[config.mk]
export PLATFORM = sky130hd
export DESIGN_NAME = apb_fabric_rr
export DESIGN_NICKNAME = d
export VERILOG_FILES = /design/src/rtl/apb_fabric_rr.sv
export SDC_FILE = /design/constraint.sdc
export NUM_CORES = 1
export LEC_CHECK = 0
export BUFFER_PORTS_ARGS = -buffer_cell sky130_fd_sc_hd__buf_4
export CAP_MARGIN = 20
export CORE_AREA = 2 2 256 258
export DETAILED_ROUTE_END_ITERATION = 7
export DIE_AREA = 0 0 258 260
export HOLD_SLACK_MARGIN = 0.08
export SYNTH_ARGS = -nofsm -noshare
export SYNTH_HDL_FRONTEND = slang
export SYNTH_SLANG_ARGS = --single-unit
[constraint.sdc]
create_clock -name pclk -period 2.7 [get_ports pclk]
set_clock_uncertainty 0.2 [all_clocks]
set_input_delay 0.135 -clock pclk [delete_from_list [all_inputs] [get_ports pclk]]
set_output_delay 0.135 -clock pclk [all_outputs]
set_load 0.005 [all_outputs]
[src/rtl/apb_fabric_rr.sv]
// apb_fabric_rr: APB3/APB4 interconnect joining MST masters to SLV slaves over one
// shared routed path. Round-robin arbitration, mask/base decode, an error response on
// decode miss, and an optional watchdog that ends hung slave transfers with PSLVERR.

package apb_fabric_rr_pkg;
  // Default bases: slave s lives at s<<12, slaves packed low-first.
  function automatic logic [4095:0] dflt_base(input int slv, input int addr);
    logic [4095:0] v;
    v = '0;
    for (int s = 0; s < slv; s++) v = v | (4096'(s) << (12 + s * addr));
    return v;
  endfunction

  // Default masks: each slave decodes every address bit above bit 11.
  function automatic logic [4095:0] dflt_mask(input int slv, input int addr);
    logic [4095:0] v;
    logic [4095:0] m;
    v = '0;
    m = ((4096'(1) << addr) - 4096'(1)) ^ 4096'('hFFF);
    for (int s = 0; s < slv; s++) v = v | (m << (s * addr));
    return v;
  endfunction
endpackage

module apb_fabric_rr #(
  parameter int MST  = 2,
  parameter int SLV  = 4,
  parameter int ADDR = 32,
  parameter int DATA = 32,
  parameter logic [SLV-1:0][ADDR-1:0] SLV_BASE = (SLV*ADDR)'(apb_fabric_rr_pkg::dflt_base(SLV, ADDR)),
  parameter logic [SLV-1:0][ADDR-1:0] SLV_MASK = (SLV*ADDR)'(apb_fabric_rr_pkg::dflt_mask(SLV, ADDR)),
  parameter int TIMEOUT = 16
) (
  input  logic                         pclk,
  input  logic                         preset,
  input  logic [MST-1:0]               mst_psel,
  input  logic [MST-1:0]               mst_penable,
  input  logic [MST-1:0][2:0]          mst_pprot,
  input  logic [MST-1:0][ADDR-1:0]     mst_paddr,
  input  logic [MST-1:0]               mst_pwrite,
  input  logic [MST-1:0][DATA/8-1:0]   mst_pstrb,
  input  logic [MST-1:0][DATA-1:0]     mst_pwdata,
  output logic [MST-1:0][DATA-1:0]     mst_prdata,
  output logic [MST-1:0]               mst_pslverr,
  output logic [MST-1:0]               mst_pready,
  output logic [SLV-1:0]               slv_psel,
  output logic [SLV-1:0]               slv_penable,
  output logic [SLV-1:0][2:0]          slv_pprot,
  output logic [SLV-1:0][ADDR-1:0]     slv_paddr,
  output logic [SLV-1:0]               slv_pwrite,
  output logic [SLV-1:0][DATA/8-1:0]   slv_pstrb,
  output logic [SLV-1:0][DATA-1:0]     slv_pwdata,
  input  logic [SLV-1:0][DATA-1:0]     slv_prdata,
  input  logic [SLV-1:0]               slv_pslverr,
  input  logic [SLV-1:0]               slv_pready
);
  localparam int STB = DATA / 8;
  localparam int MW  = (MST > 1) ? $clog2(MST) : 1;
  localparam int SW  = (SLV > 1) ? $clog2(SLV) : 1;
  localparam int TW  = (TIMEOUT > 1) ? $clog2(TIMEOUT) : 1;

  typedef enum logic [1:0] {S_IDLE, S_SETUP, S_ACCESS, S_ERR} state_t;

  state_t          r_state;
  logic [MW-1:0]   r_ptr;
  logic [MW-1:0]   r_gnt;
  logic [SW-1:0]   r_slv;
  logic [ADDR-1:0] r_addr;
  logic            r_write;
  logic [DATA-1:0] r_wdata;
  logic [STB-1:0]  r_strb;
  logic [2:0]      r_prot;
  logic [TW-1:0]   r_wdog;

  logic            w_req_any;
  logic [MW-1:0]   w_gnt;
  logic [ADDR-1:0] w_addr;
  logic            w_hit;
  logic [SW-1:0]   w_slv;
  logic            w_done;
  logic            w_tmo;
  logic            w_errdone;

  assign w_req_any = |mst_psel;
  assign w_addr    = mst_paddr[w_gnt];

  // Round-robin pick: scan downward so the requester nearest the pointer overwrites last.
  always_comb begin
    int idx;
    idx   = 0;
    w_gnt = '0;
    for (int k = MST - 1; k >= 0; k--) begin
      idx = (int'(r_ptr) + k) % MST;
      if (mst_psel[MW'(idx)]) w_gnt = MW'(idx);
    end
  end

  // Address decode of the granted master; scanning downward lets the lowest slave win.
  always_comb begin
    w_hit = 1'b0;
    w_slv = '0;
    for (int s = SLV - 1; s >= 0; s--) begin
      if ((w_addr & SLV_MASK[s]) == SLV_BASE[s]) begin
        w_hit = 1'b1;
        w_slv = SW'(s);
      end
    end
  end

  assign w_done    = (r_state == S_ACCESS) && slv_pready[r_slv] && mst_penable[r_gnt];
  assign w_tmo     = (TIMEOUT != 0) && (r_state == S_ACCESS) && (int'(r_wdog) == TIMEOUT - 1);
  assign w_errdone = (r_state == S_ERR) && mst_penable[r_gnt];

  // Transfer FSM: grant and capture in IDLE, then SETUP/ACCESS to the slave or ERR on miss.
  always_ff @(posedge pclk) begin
    if (preset) begin
      r_state <= S_IDLE;
      r_ptr   <= '0;
      r_gnt   <= '0;
      r_slv   <= '0;
      r_addr  <= '0;
      r_write <= 1'b0;
      r_wdata <= '0;
      r_strb  <= '0;
      r_prot  <= '0;
      r_wdog  <= '0;
    end else begin
      case (r_state)
        S_IDLE: begin
          if (w_req_any) begin
            r_gnt   <= w_gnt;
            r_ptr   <= (int'(w_gnt) == MST - 1) ? '0 : w_gnt + 1'b1;
            r_addr  <= w_addr;
            r_write <= mst_pwrite[w_gnt];
            r_wdata <= mst_pwdata[w_gnt];
            r_strb  <= mst_pstrb[w_gnt];
            r_prot  <= mst_pprot[w_gnt];
            r_slv   <= w_slv;
            r_wdog  <= '0;
            r_state <= w_hit ? S_SETUP : S_ERR;
          end
        end
        S_SETUP: begin
          r_wdog  <= '0;
          r_state <= S_ACCESS;
        end
        S_ACCESS: begin
          // A ready slave on the watchdog's last cycle still completes normally.
          if (w_done || w_tmo) r_state <= S_IDLE;
          else                 r_wdog  <= r_wdog + 1'b1;
        end
        S_ERR: begin
          if (mst_penable[r_gnt]) r_state <= S_IDLE;
        end
        default: r_state <= S_IDLE;
      endcase
    end
  end

  // Master-side response is combinational so completion lands in the slave's ready cycle.
  always_comb begin
    mst_pready  = '0;
    mst_pslverr = '0;
    mst_prdata  = '0;
    if (!preset) begin
      if (w_done) begin
        mst_pready[r_gnt]  = 1'b1;
        mst_pslverr[r_gnt] = slv_pslverr[r_slv];
        mst_prdata[r_gnt]  = slv_prdata[r_slv];
      end else if (w_tmo || w_errdone) begin
        mst_pready[r_gnt]  = 1'b1;
        mst_pslverr[r_gnt] = 1'b1;
      end
    end
  end

  // Slave-side bus: only the decoded slave sees the captured fields, all others idle at 0.
  always_comb begin
    slv_psel    = '0;
    slv_penable = '0;
    slv_pprot   = '0;
    slv_paddr   = '0;
    slv_pwrite  = '0;
    slv_pstrb   = '0;
    slv_pwdata  = '0;
    if (r_state == S_SETUP || r_state == S_ACCESS) begin
      slv_psel[r_slv]    = 1'b1;
      slv_penable[r_slv] = (r_state == S_ACCESS);
      slv_pprot[r_slv]   = r_prot;
      slv_paddr[r_slv]   = r_addr;
      slv_pwrite[r_slv]  = r_write;
      slv_pstrb[r_slv]   = r_strb;
      slv_pwdata[r_slv]  = r_wdata;
    end
  end

endmodule

## After elaboration in Yosys (flattened, before gate mapping)

Cells that the tools add are included.

- Bits of input ports: 286
- Register bits: 82
- Logic and storage cells: 122
- Output and inout port bits: 364

- Equality and inequality tests: 11
- Reduce and logical (&&, ||, !) cells: 16
- Order comparisons: 7
- Add/subtract/negate cells: 3
- Bitwise operators: 8
- Multiplexer cells: 67

Operators with widths:

| operator | number |
|---|---|
| $and 128x128->128 | 2 |
| $mux 128 | 2 |
| $mux 32 | 7 |
| $mux 64 | 2 |
| $and 64x64->64 | 1 |
| $bmux 32 s2 | 1 |
| $demux 32 s2 | 1 |
| $eq 20x2->1 const B | 2 |
| $demux 32 s1 | 1 |
| $logic_not 32->1 | 1 |
| $mux 4 | 8 |
| $mux 2 | 13 |
| $eq 20x1->1 const B | 1 |
| $mux 1 | 19 |
| $and 16x16->16 | 1 |
| $mux 16 | 1 |
| $and 12x12->12 | 1 |
| $mux 12 | 1 |
| $pmux 4 s3 | 1 |
| $mux 3 | 3 |
| $and 4x4->4 | 2 |
| $demux 4 s2 | 1 |
| $ne 2x2->1 const B | 4 |
| $pmux 2 s4 | 1 |
| 22 further kinds | 35 |

## Depth between registers and ports, before layout

Gate-level depths: netlist of the first run.

- Word-level depth: 16
- Mapped depth: 7
- Depth with buffers taken out: 7

## Worst setup path after synthesis of the first run

No wires, ideal clock.

- Path kind: register -> register
- Start: register r_state[0]
- End: register r_wdog[0]
- Arrival time: 1.652 ns
- Slack: 0.727 ns
- Clock period less this slack: 1.973 ns
- Library setup time: 0.121 ns
- Data required time: 2.379 ns
- Buffers on the path: 0
- Cell stages (with the launch flop): 8
- Cell sequence: dfxtp_1 -> inv_1 -> ha_1 -> or3b_1 -> a21boi_1 -> a21oi_1 -> nor2b_1 -> mux2_2

- Longest elaborated chain between the ends: 6
- Elaborated cells between the ends (all ways): 12
- Classes of those cells: 4 x eq/ne; 1 x mux; 7 x reduce/logical

RTL lines:

| item | RTL line | source |
|---|---|---|
| start, declared | 64 | `state_t r_state;` |
| start signal, assigned | 140 | `r_state <= w_hit ? S_SETUP : S_ERR;` |
| $eq 2x2->1 | 110, 111, 128 |  |
| $logic_and 1x1->1 (2 in series) | 110 | `assign w_done = (r_state == S_ACCESS) && slv_pready[r_slv] && mst_penable[r_gnt];` |
| $logic_or 1x1->1 | 149 | `if (w_done \|\| w_tmo) r_state <= S_IDLE;` |
| $ne 2x2->1 (no source line) | - |  |
| $reduce_and 3->1 (no source line) | - |  |
| end signal, assigned | 150 | `else r_wdog <= r_wdog + 1'b1;` |
| end, declared | 73 | `logic [TW-1:0] r_wdog;` |

Parallel ways exist; a longest one is shown, timed or not.
A chain may end at the register's enable or synchronous reset.

==> impl_metrics.json, run 1 <==
{
  "outcome": "complete, no violations",
  "synth_top_family_by_area": "simple AND/OR/NAND/NOR gates",
  "die_h_um": 260,
  "wl_per_cell_um": 18.1,
  "period_needed_ns": 2.54,
  "yosys-mux-area-fraction_pct": 12.0,
  "synth-xor-area-share_pct": 0,
  "crit_buf_inv": 3,
  "cts_setup_buffers": 0,
  "start_util_pct": 10.9,
  "clock-sinks": 82,
  "syn_area_per_cell_um2": 7.63,
  "core-area_mm2": 0.0641,
  "ys.flop_type": "dfxtp_1",
  "slew_headroom_pct": 51.0,
  "ys_ff_latch": 82,
  "synthCells": 915,
  "numCtsBuffers": 9,
  "io_pins": 650,
  "synth_top_area_cell": "and2_1",
  "cp_common_cell": "buf_4",
  "async_reset_ff_share_pct": 0,
  "root_buffer": "clkbuf_16",
  "synth_edf_count": 0,
  "portBuffers": 649,
  "fin_nets": 1951,
  "pre_cts_ws_ns": 0.447,
  "grt_first_pass_wirelength_mm": 64.3,
  "ys_types": 37,
  "required_ns": 2.37,
  "ys_seq_area_share_pct": 23.5,
  "fin_cells": 2526,
  "insertion_delay_ns": 0.37,
  "worstPathCellList": "inv_1, ha_4, nor3b_2, buf_4, and2_1, buf_4",
  "synthesis.nets": 1206,
  "htreeDepth": 3,
  "antenna_found_initial": 2,
  "drive_above_1_share_pct": 45.0,
  "sw_frac_of_total_pct": 43.7,
  "path_clk_slew_ns": 0.07,
  "synthSimpleGateAreaFrac_pct": 41.3,
  "drtIter0Drc": 558,
  "p_total_w": 0.00719,
  "end_kind": "output pin",
  "fin_ws_ns": 0.162,
  "slew_violations": 0,
  "pwr-share-clk_pct": 17.7,
  "finalSetupViolCount": 0,
  "synth.most_common_cell": "and2_1",
  "crit_family": "buffers and inverters",
  "drtPass1Iterations": 5,
  "drt-total-wl_mm": 45.7,
  "finalCritPeriodShare_pct": 94.0,
  "max-clock-path-buffers": 2,
  "ys_top_cells_by_count": "and2_1 (293), nor2_1 (148), dfxtp_1 (82)",
  "grt_max_degree": 47,
  "dp_hpwl_mm": 36.2,
  "synth_top_area_share_pct": 26.2,
  "num_vias": 9786,
  "fp.dieArea_mm2": 0.0671,
  "yosys_warnings": 0,
  "synth-compound-area-share_pct": 16.6,
  "syn_to_final_growth_pct": 110,
  "grt_remaining_overflow": 0,
  "max_stage_delay_ns": 0.39,
  "cp-start-kind": "register",
  "power_density_mw_per_mm2": 491,
  "hp-class": "in2reg",
  "num_rows": 93,
  "worst_pin_slew_ns": 0.734,
  "drc": 0,
  "vdd_drop_max_v": 0.000304,
  "arrival_ns": 2.20,
  "max_freq_mhz": 394,
  "fin_tns_setup_ns": 0,
  "postRouteAntennaNets": 0,
  "gp_congestion": 0.848,
  "placed_cells_incl_taps": 2364,
  "hold_viol": 0,
  "slowest_stage": "dfxtp_1",
  "vias_per_cell": 3.87,
  "synth_area_mm2": 0.00699,
  "p_leak_nw": 6.95,
  "setup.worst_path.class": "reg2out",
  "internal_power_w": 0.00405,
  "sequentialPowerShare_pct": 29.7,
  "comb_power_share_pct": 52.6,
  "cts_tree": "built",
  "maxCapViolCount": 0,
  "grt_pass1_vias": 9900,
  "critPathMaxFanout": 32,
  "synth_area_leaders": "and2_1 (26%), dfxtp_1 (23%), mux4_2 (11%)",
  "rsz0062_at_grt": "no",
  "switchingPower_w": 0.00314,
  "grt_usage_pct": 12.8,
  "yosys.area_share.adder_pct": 0.896,
  "die_w_um": 258
}
sequential cells by signal (all words and copies together) (netlist names):
register and count:
r_prot 3, r_slv 2, r_addr 32, r_wdata 32
r_write 1, r_gnt 1, r_wdog 4, r_state 2
r_ptr 1, r_strb 4
cells by family (layout without fill, tap and decap cells):
group                      count (synthesis)  in the layout
muxes                                     41             41
and+or+nand+nor                          550            550
DFF                                       82             82
AOI/OAI and AO/OA                        144            144
buffers and inverters                     93            843
adders and majority gates                  5              5
other                                      0              6
path summary, 6_finish.rpt:
| kind | end | cells after the start | from | slack (ns) |
|---|---|---|---|---|
| setup / recovery | slv_pwdata[26] | 6 | r_state[0] | 0.16 |
| hold / removal | r_addr[13] | 6 | mst_paddr[45] | 0.11 |
| setup reg to reg | r_addr[24] | 8 | r_state[0] | 0.20 |
| hold reg to reg | r_wdog[2] | 1 | r_wdog[2] | 0.29 |
layout make-up:
class	count	area [µm²]
Sequential cell	82	1650
Clock buffer	9	225
Tap cell	855	1070
Multi-Input combinational cell	740	5000
Timing Repair Buffer	822	6610
Inverter	5	18.8
Fill cell	7054	49500
Clock inverter	7	53.8
Antenna cell	6	15.0
metal layers:
layer	track usage [%]	wire, µm
met5	0	0
met1	15.7	19100
met4	4.46	1150
met3	3.44	3570
met2	21.6	22000
layout by cell type (no fill, tap or decap), types with 9 or more instances in the layout:
| cell | count |
|---|---|
| a22o_1 | 53 |
| dlygate4sd3_1 | 140 |
| clkbuf_16 | 9 |
| mux4_2 | 34 |
| and2_1 | 292 |
| nand2_1 | 77 |
| nor4_1 | 9 |
| a311oi_1 | 18 |
| a22oi_1 | 56 |
| dfxtp_1 | 80 |
| buf_4 | 673 |
| nor2_1 | 146 |
worst reg2reg max path: stages (launching register included):
cell and delay (ns):
dfxtp_1 0.35, inv_1 0.13, ha_4 0.18, buf_8 0.22, o21a_1 0.19, buf_6 0.26, nor2_1 0.08, a311oi_1 0.25
dlygate4sd3_1 0.59
through the flow:
step | util, % | hold slack [ns] | cell area (µm²)
floorplan | - | 0.0940 | 6990
global placement | 20.2 | 0.224 | 12900
detailed placement | 20.2 | 0.228 | 12900
CTS | 22.8 | 0.102 | 14600
global route | 22.8 | 0.141 | 14600
finish | 22.8 | 0.110 | 14600
power by group through the flow:
stage	clock network [W]	logic [W]	registers, W
2_1_floorplan	0	0.00179	0.00180
6_report	0.00127	0.00378	0.00213
4_1_cts	0.00137	0.00375	0.00215
3_5_place_dp	0	0.00335	0.00217
3_3_place_gp	0	0.00332	0.00217
5_1_grt	0.00139	0.00415	0.00221
repair_timing:
| action | 4_1_cts | 5_1_grt |
|---|---|---|
| endpoints found under the setup margin | 0 | 26 |
| hold buffers | 140 | 0 |
| resized for setup | 0 | 5 |
| endpoints found under the hold margin | 70 | 0 |
(Power assumes the default switching activity.)
==> run 2, diff against run 1 <==
--- a/config.mk
+++ b/config.mk
@@ -6,11 +6,14 @@
 export NUM_CORES = 1
 export LEC_CHECK = 0
 export BUFFER_PORTS_ARGS = -buffer_cell sky130_fd_sc_hd__buf_4
-export CAP_MARGIN = 20
-export CORE_AREA = 2 2 256 258
+export CELL_PAD_IN_SITES_DETAIL_PLACEMENT = 1
+export CELL_PAD_IN_SITES_GLOBAL_PLACEMENT = 1
+export CORE_AREA = 2 2 254 256
 export DETAILED_ROUTE_END_ITERATION = 7
-export DIE_AREA = 0 0 258 260
+export DIE_AREA = 0 0 256 258
 export HOLD_SLACK_MARGIN = 0.08
+export PLACE_DENSITY_LB_ADDON = 0.1
+export SLEW_MARGIN = 20
 export SYNTH_ARGS = -nofsm -noshare
 export SYNTH_HDL_FRONTEND = slang
 export SYNTH_SLANG_ARGS = --single-unit
==> impl_metrics.json, run 2 (same netlist as run 1, synthesis figures left out) <==
{
  "outcome": "complete, no violations",
  "gp_congestion": 0.767,
  "setup.worst_path.class": "reg2out",
  "max-clock-path-buffers": 2,
  "placedInstanceArea_mm2": 0.0129,
  "antenna_found_initial": 3,
  "grt_remaining_overflow": 0,
  "slowest_stage": "mux4_2",
  "insertion_delay_ns": 0.37,
  "fin_tns_setup_ns": 0,
  "layout_commonest_cell": "buf_4",
  "drtIter0Drc": 380,
  "cp_common_cell": "buf_4",
  "fin_nets": 1950,
  "maxCapViolCount": 0,
  "reg_top3": "r_addr (32), r_wdata (32)",
  "portBuffers": 649,
  "grt_usage_pct": 15.0,
  "dp_hpwl_mm": 39.7,
  "finalSetupViolCount": 0,
  "holdPathEnd": "r_gnt",
  "fin_area_mm2": 0.0147,
  "htreeDepth": 3,
  "r2r_start": "r_state[0]",
  "fp.dieArea_mm2": 0.0660,
  "reg2reg_depth": 7,
  "clock-sinks": 82,
  "period_needed_ns": 2.55,
  "syn_to_final_growth_pct": 110,
  "final_cell_mix": "buf_4 (671), and2_1 (292), nor2_1 (146)",
  "p_total_w": 0.00737,
  "fin_cells": 2521,
  "path_clk_slew_ns": 0.06,
  "core-area_mm2": 0.0636,
  "wl_per_cell_um": 20.3,
  "finalCritPeriodShare_pct": 94.6,
  "slew_headroom_pct": 51.4,
  "die_h_um": 258,
  "start_util_pct": 11.0,
  "critPathMaxFanout": 32,
  "postRouteAntennaNets": 0,
  "vdd_drop_max_v": 0.000394,
  "root_buffer": "clkbuf_16",
  "max_stage_delay_ns": 0.55,
  "grt_first_pass_wirelength_mm": 73.5,
  "rsz0062_at_grt": "yes",
  "num_vias": 9599,
  "cp-start-kind": "register",
  "fill_cells": 7692,
  "reg2reg_setup_slack_ns": 0.27,
  "drc": 0,
  "num_rows": 93,
  "max_freq_mhz": 392,
  "vias_per_cell": 3.81,
  "hold_viol": 0,
  "cts_tree": "built",
  "end_kind": "output pin",
  "required_ns": 2.37,
  "placed_cells_incl_taps": 2362,
  "io_pins": 650,
  "arrival_ns": 2.22,
  "worstPathCellList": "mux4_2, and2_1, nand3b_1, buf_4, nor2_1, buf_4",
  "worstHoldStart": "mst_psel[1]",
  "numCtsBuffers": 9,
  "die_w_um": 256,
  "worst_pin_slew_ns": 0.714,
  "power_density_mw_per_mm2": 502,
  "finish.utilization_pct": 23.1,
  "grt_pass1_vias": 10500,
  "p_leak_nw": 6.98,
  "cts_setup_buffers": 0,
  "drtPass1Iterations": 4,
  "reg2reg_to": "r_addr[16]",
  "drive_above_1_share_pct": 44.8,
  "whs_path_depth": 4,
  "grt_max_degree": 86,
  "slew_violations": 0,
  "drt-total-wl_mm": 51.2,
  "hp-class": "in2reg"
}
==> run 2: changes by cell type in the layout (fill, tap and decap cells not counted), sizes merged <==
cell	delta
dlygate4sd3	+1
buf	-2
bufinv	+2
clkinvlp	-2
diode	-4
clkbuf	+1
inv	-1
==> run 2: cell type report <==
class                      count  area [µm²]  share of cell area [%]
clock buffer                  10         229                    1.56
sequential                    82        1640                    11.2
clock inverter                 6        91.3                   0.622
timing repair buffer         821        6620                    45.1
tap                          855        1070                    7.29
multi-input combinational    740        5000                    34.1
inverter                       5        18.8                   0.128
antenna                        2        5.00                  0.0341
==> run 2: where the power goes <==
part           total (W)  switching, W  internal, W
sequential       0.00205      0.000496      0.00156
clock            0.00145      0.000629     0.000816
combinational    0.00388       0.00197      0.00190
total            0.00737       0.00310      0.00428
==> run 2: timing repair <==
| action | in CTS | in global routing |
|---|---|---|
| resized for setup | 0 | 1 |
| hold endpoints to repair | 71 | 0 |
| hold buffers | 141 | 0 |
| setup endpoints to repair | 0 | 6 |
==> run 2: worst max-delay path: cells and delay by family, from the launching register on <==
kind	cells	cell delay, ns
buffers and inverters	2	0.50
flip-flops	1	0.36
multiplexers	1	0.55
AND/OR/NAND/NOR	3	0.42
==> run 2: worst max path at each step <==
stage                           from             end  slack (ns)
after floorplan           r_state[0]       r_wdog[0]        0.73
after global routing        r_slv[0]  mst_pslverr[0]      -0.004
after CTS                   r_slv[0]  mst_pslverr[0]        0.08
after global placement      r_slv[0]  mst_pslverr[0]        0.53
final                       r_slv[0]   mst_prdata[9]        0.15
after detailed placement  r_state[0]       r_wdog[0]        0.52
==> run 2: metal layers <==
| layer | track usage [%] | share of wire [%] |
|---|---|---|
| met3 | 3.43 | 4.6 |
| met5 | 0 | 0 |
| met1 | 17.0 | 40 |
| met4 | 3.23 | 1.3 |
| met2 | 28.4 | 54 |
==> run 2: through the flow <==
step | setup slack (ns) | hold slack (ns)
after floorplan | 0.727 | 0.0940
after global placement | 0.534 | 0.228
after detailed placement | 0.519 | 0.235
after CTS | 0.0811 | 0.0814
after global routing | -0.00360 | 0.107
final | 0.146 | 0.0912
==> run 3, diff against run 2 <==
--- a/config.mk
+++ b/config.mk
@@ -5,12 +5,13 @@
 export SDC_FILE = /design/constraint.sdc
 export NUM_CORES = 1
 export LEC_CHECK = 0
+export ABC_AREA = 1
 export BUFFER_PORTS_ARGS = -buffer_cell sky130_fd_sc_hd__buf_4
 export CELL_PAD_IN_SITES_DETAIL_PLACEMENT = 1
 export CELL_PAD_IN_SITES_GLOBAL_PLACEMENT = 1
-export CORE_AREA = 2 2 254 256
+export CORE_AREA = 2 2 250 252
 export DETAILED_ROUTE_END_ITERATION = 7
-export DIE_AREA = 0 0 256 258
+export DIE_AREA = 0 0 252 254
 export HOLD_SLACK_MARGIN = 0.08
 export PLACE_DENSITY_LB_ADDON = 0.1
 export SLEW_MARGIN = 20
==> impl_metrics.json, run 3 <==
{
  "outcome": "complete, no violations",
  "internal_power_w": 0.00442,
  "hp-class": "in2reg",
  "cts_setup_buffers": 0,
  "insertion_delay_ns": 0.38,
  "syn_area_per_cell_um2": 5.50,
  "multi_input_area_mm2": 0.00408,
  "grt_remaining_overflow": 0,
  "cp-start-kind": "register",
  "finalSetupViolCount": 0,
  "yosys-mux-area-fraction_pct": 0,
  "fin_ws_ns": 0.205,
  "synth_top_area_cell": "dfxtp_1",
  "htreeDepth": 3,
  "critPathMaxFanout": 52,
  "gp_congestion": 0.777,
  "io_pins": 650,
  "slew_violations": 0,
  "core-area_mm2": 0.0613,
  "cts_tree": "built",
  "pwr-share-clk_pct": 14.2,
  "dp_hpwl_mm": 44.0,
  "drt-total-wl_mm": 55.4,
  "reg_top3": "r_addr (32), r_wdata (32)",
  "num_rows": 91,
  "synth_area_leaders": "dfxtp_1 (25%), nor2_1 (22%), nand2_1 (14%)",
  "synth.most_common_cell": "nor2_1",
  "root_buffer": "clkbuf_16",
  "num_vias": 10800,
  "postRouteAntennaNets": 0,
  "reg2reg_setup_slack_ns": 0.21,
  "grt_first_pass_wirelength_mm": 78.1,
  "antenna_found_initial": 8,
  "start_util_pct": 10.8,
  "ys_seq_area_share_pct": 24.9,
  "portBuffers": 649,
  "max-clock-path-buffers": 2,
  "max_stage_delay_ns": 0.56,
  "fin_nets": 2232,
  "syn_to_final_growth_pct": 114,
  "end_kind": "register",
  "pre_cts_ws_ns": 0.378,
  "path_clk_slew_ns": 0.07,
  "drive_above_1_share_pct": 36.9,
  "synth_top_family_by_area": "simple AND/OR/NAND/NOR gates",
  "power_density_mw_per_mm2": 623,
  "use_met3_pct": 3.73,
  "clock-sinks": 82,
  "ys_top_cells_by_count": "nor2_1 (378), nand2_1 (241), inv_1 (111)",
  "synthesis.nets": 1489,
  "worst_pin_slew_ns": 0.683,
  "p_leak_nw": 6.74,
  "wl_per_cell_um": 20.2,
  "fp.dieArea_mm2": 0.0640,
  "ys.flop_type": "dfxtp_1",
  "switchingPower_w": 0.00437,
  "die_h_um": 254,
  "yosys.area_share.adder_pct": 0.950,
  "final_cell_mix": "buf_4 (662), nor2_1 (375), nand2_1 (241)",
  "synthSimpleGateAreaFrac_pct": 44.5,
  "numCtsBuffers": 9,
  "max_freq_mhz": 401,
  "synth-xor-area-share_pct": 0.266,
  "layout_commonest_cell": "buf_4",
  "sequentialPowerShare_pct": 20.8,
  "async_reset_ff_share_pct": 0,
  "fin_tns_setup_ns": 0,
  "vdd_drop_max_v": 0.000340,
  "synth_area_mm2": 0.00659,
  "fill_cells": 7685,
  "ff_latch_area_mm2": 0.00164,
  "hold_viol": 0,
  "setup.worst_path.class": "reg2reg",
  "synth-compound-area-share_pct": 15.8,
  "grt_usage_pct": 16.4,
  "yosys_warnings": 0,
  "comb_power_share_pct": 65.0,
  "grt_pass1_vias": 11400,
  "slew_headroom_pct": 54.5,
  "drc": 0,
  "synth_top_area_share_pct": 24.9,
  "drtPass1Iterations": 4,
  "arrival_ns": 2.61,
  "grtUsageMet1_pct": 18.7,
  "ys_types": 29,
  "drtIter0Drc": 334,
  "rsz0062_at_grt": "no",
  "synthCells": 1198,
  "grt_busiest_layer": "met2",
  "ys_ff_latch": 82,
  "period_needed_ns": 2.49,
  "whs_ns": 0.127,
  "vias_per_cell": 3.94,
  "finalCritPeriodShare_pct": 92.4,
  "grt_max_degree": 59,
  "die_w_um": 252,
  "worstPathCellList": "inv_1, ha_1, inv_1, a21oi_4, nand2_1, inv_2, buf_12, nand2_1, a21oi_1, dlygate4sd3_1",
  "maxCapViolCount": 0,
  "synth_edf_count": 0,
  "grt_util_met2_pct": 30.3,
  "required_ns": 2.82,
  "slowest_stage": "dlygate4sd3_1",
  "sw_frac_of_total_pct": 49.7
}
==> run 3: final cells by class <==
cell class | count | share of cell area (%)
Clock buffer | 10 | 1.62
Tap cell | 790 | 7.00
Clock inverter | 6 | 0.283
Antenna cell | 6 | 0.106
Inverter | 120 | 3.31
Timing Repair Buffer | 822 | 47.1
Sequential cell | 82 | 11.6
Multi-Input combinational cell | 906 | 28.9
==> run 3: worst max-delay path, delay by kind of cell, from the launching register on <==
family,cells,cell delay (ns)
adders and majority gates,1,0.23
DFF,1,0.33
AOI/OAI and AO/OA,2,0.34
buffers and inverters,5,1.12
and+or+nand+nor,2,0.19
==> run 3: final timing paths <==
| path | from | endpoint | depth (start not counted) |
|---|---|---|---|
| setup reg to reg | r_state[0] | r_addr[11] | 10 |
| setup / recovery | r_state[0] | r_addr[11] | 10 |
| hold reg to reg | r_wdog[1] | r_wdog[1] | 2 |
| hold / removal | mst_paddr[47] | r_slv[0] | 6 |
==> run 3: stage by stage <==
stage	total power, W	cell area [µm²]	util [%]	std cells
global placement	0.00716	12300	20.1	2574
finish	0.00879	14100	23.1	2742
floorplan	0.00460	6590	-	1198
global route	0.00961	14100	23.1	2741
detailed placement	0.00717	12300	20.1	2574
CTS	0.00902	14100	23.0	2736
==> run 3: what timing repair did <==
| action | in CTS | in global routing |
|---|---|---|
| endpoints found under the setup margin | 60 | 146 |
| hold buffers | 146 | 0 |
| hold endpoints to repair | 77 | 0 |
| resized for setup | 4 | 15 |
| gates cloned | 0 | 0 |
==> run 3: cell families (layout without fill, tap and decap cells) <==
family,after synthesis,after routing
DFF,82,82
adders and majority gates,5,5
buffers and inverters,210,958
xor gates and xnor gates,2,2
and+or+nand+nor,728,728
other,0,6
AOI/OAI and AO/OA,171,171
==> run 3: power by group through the flow <==
stage | clock [W] | sequential (W) | combinational, W
2_1_floorplan | 0 | 0.00175 | 0.00285
4_1_cts | 0.00135 | 0.00183 | 0.00583
5_1_grt | 0.00137 | 0.00188 | 0.00636
3_3_place_gp | 0 | 0.00184 | 0.00532
3_5_place_dp | 0 | 0.00185 | 0.00532
6_report | 0.00125 | 0.00183 | 0.00571
==> run 3: layer usage <==
metal	share of wire [%]	up-vias
met2	52	346
li1	-	5267
met4	1.6	2
met1	40	5160
met5	0.023	-
met3	5.9	37
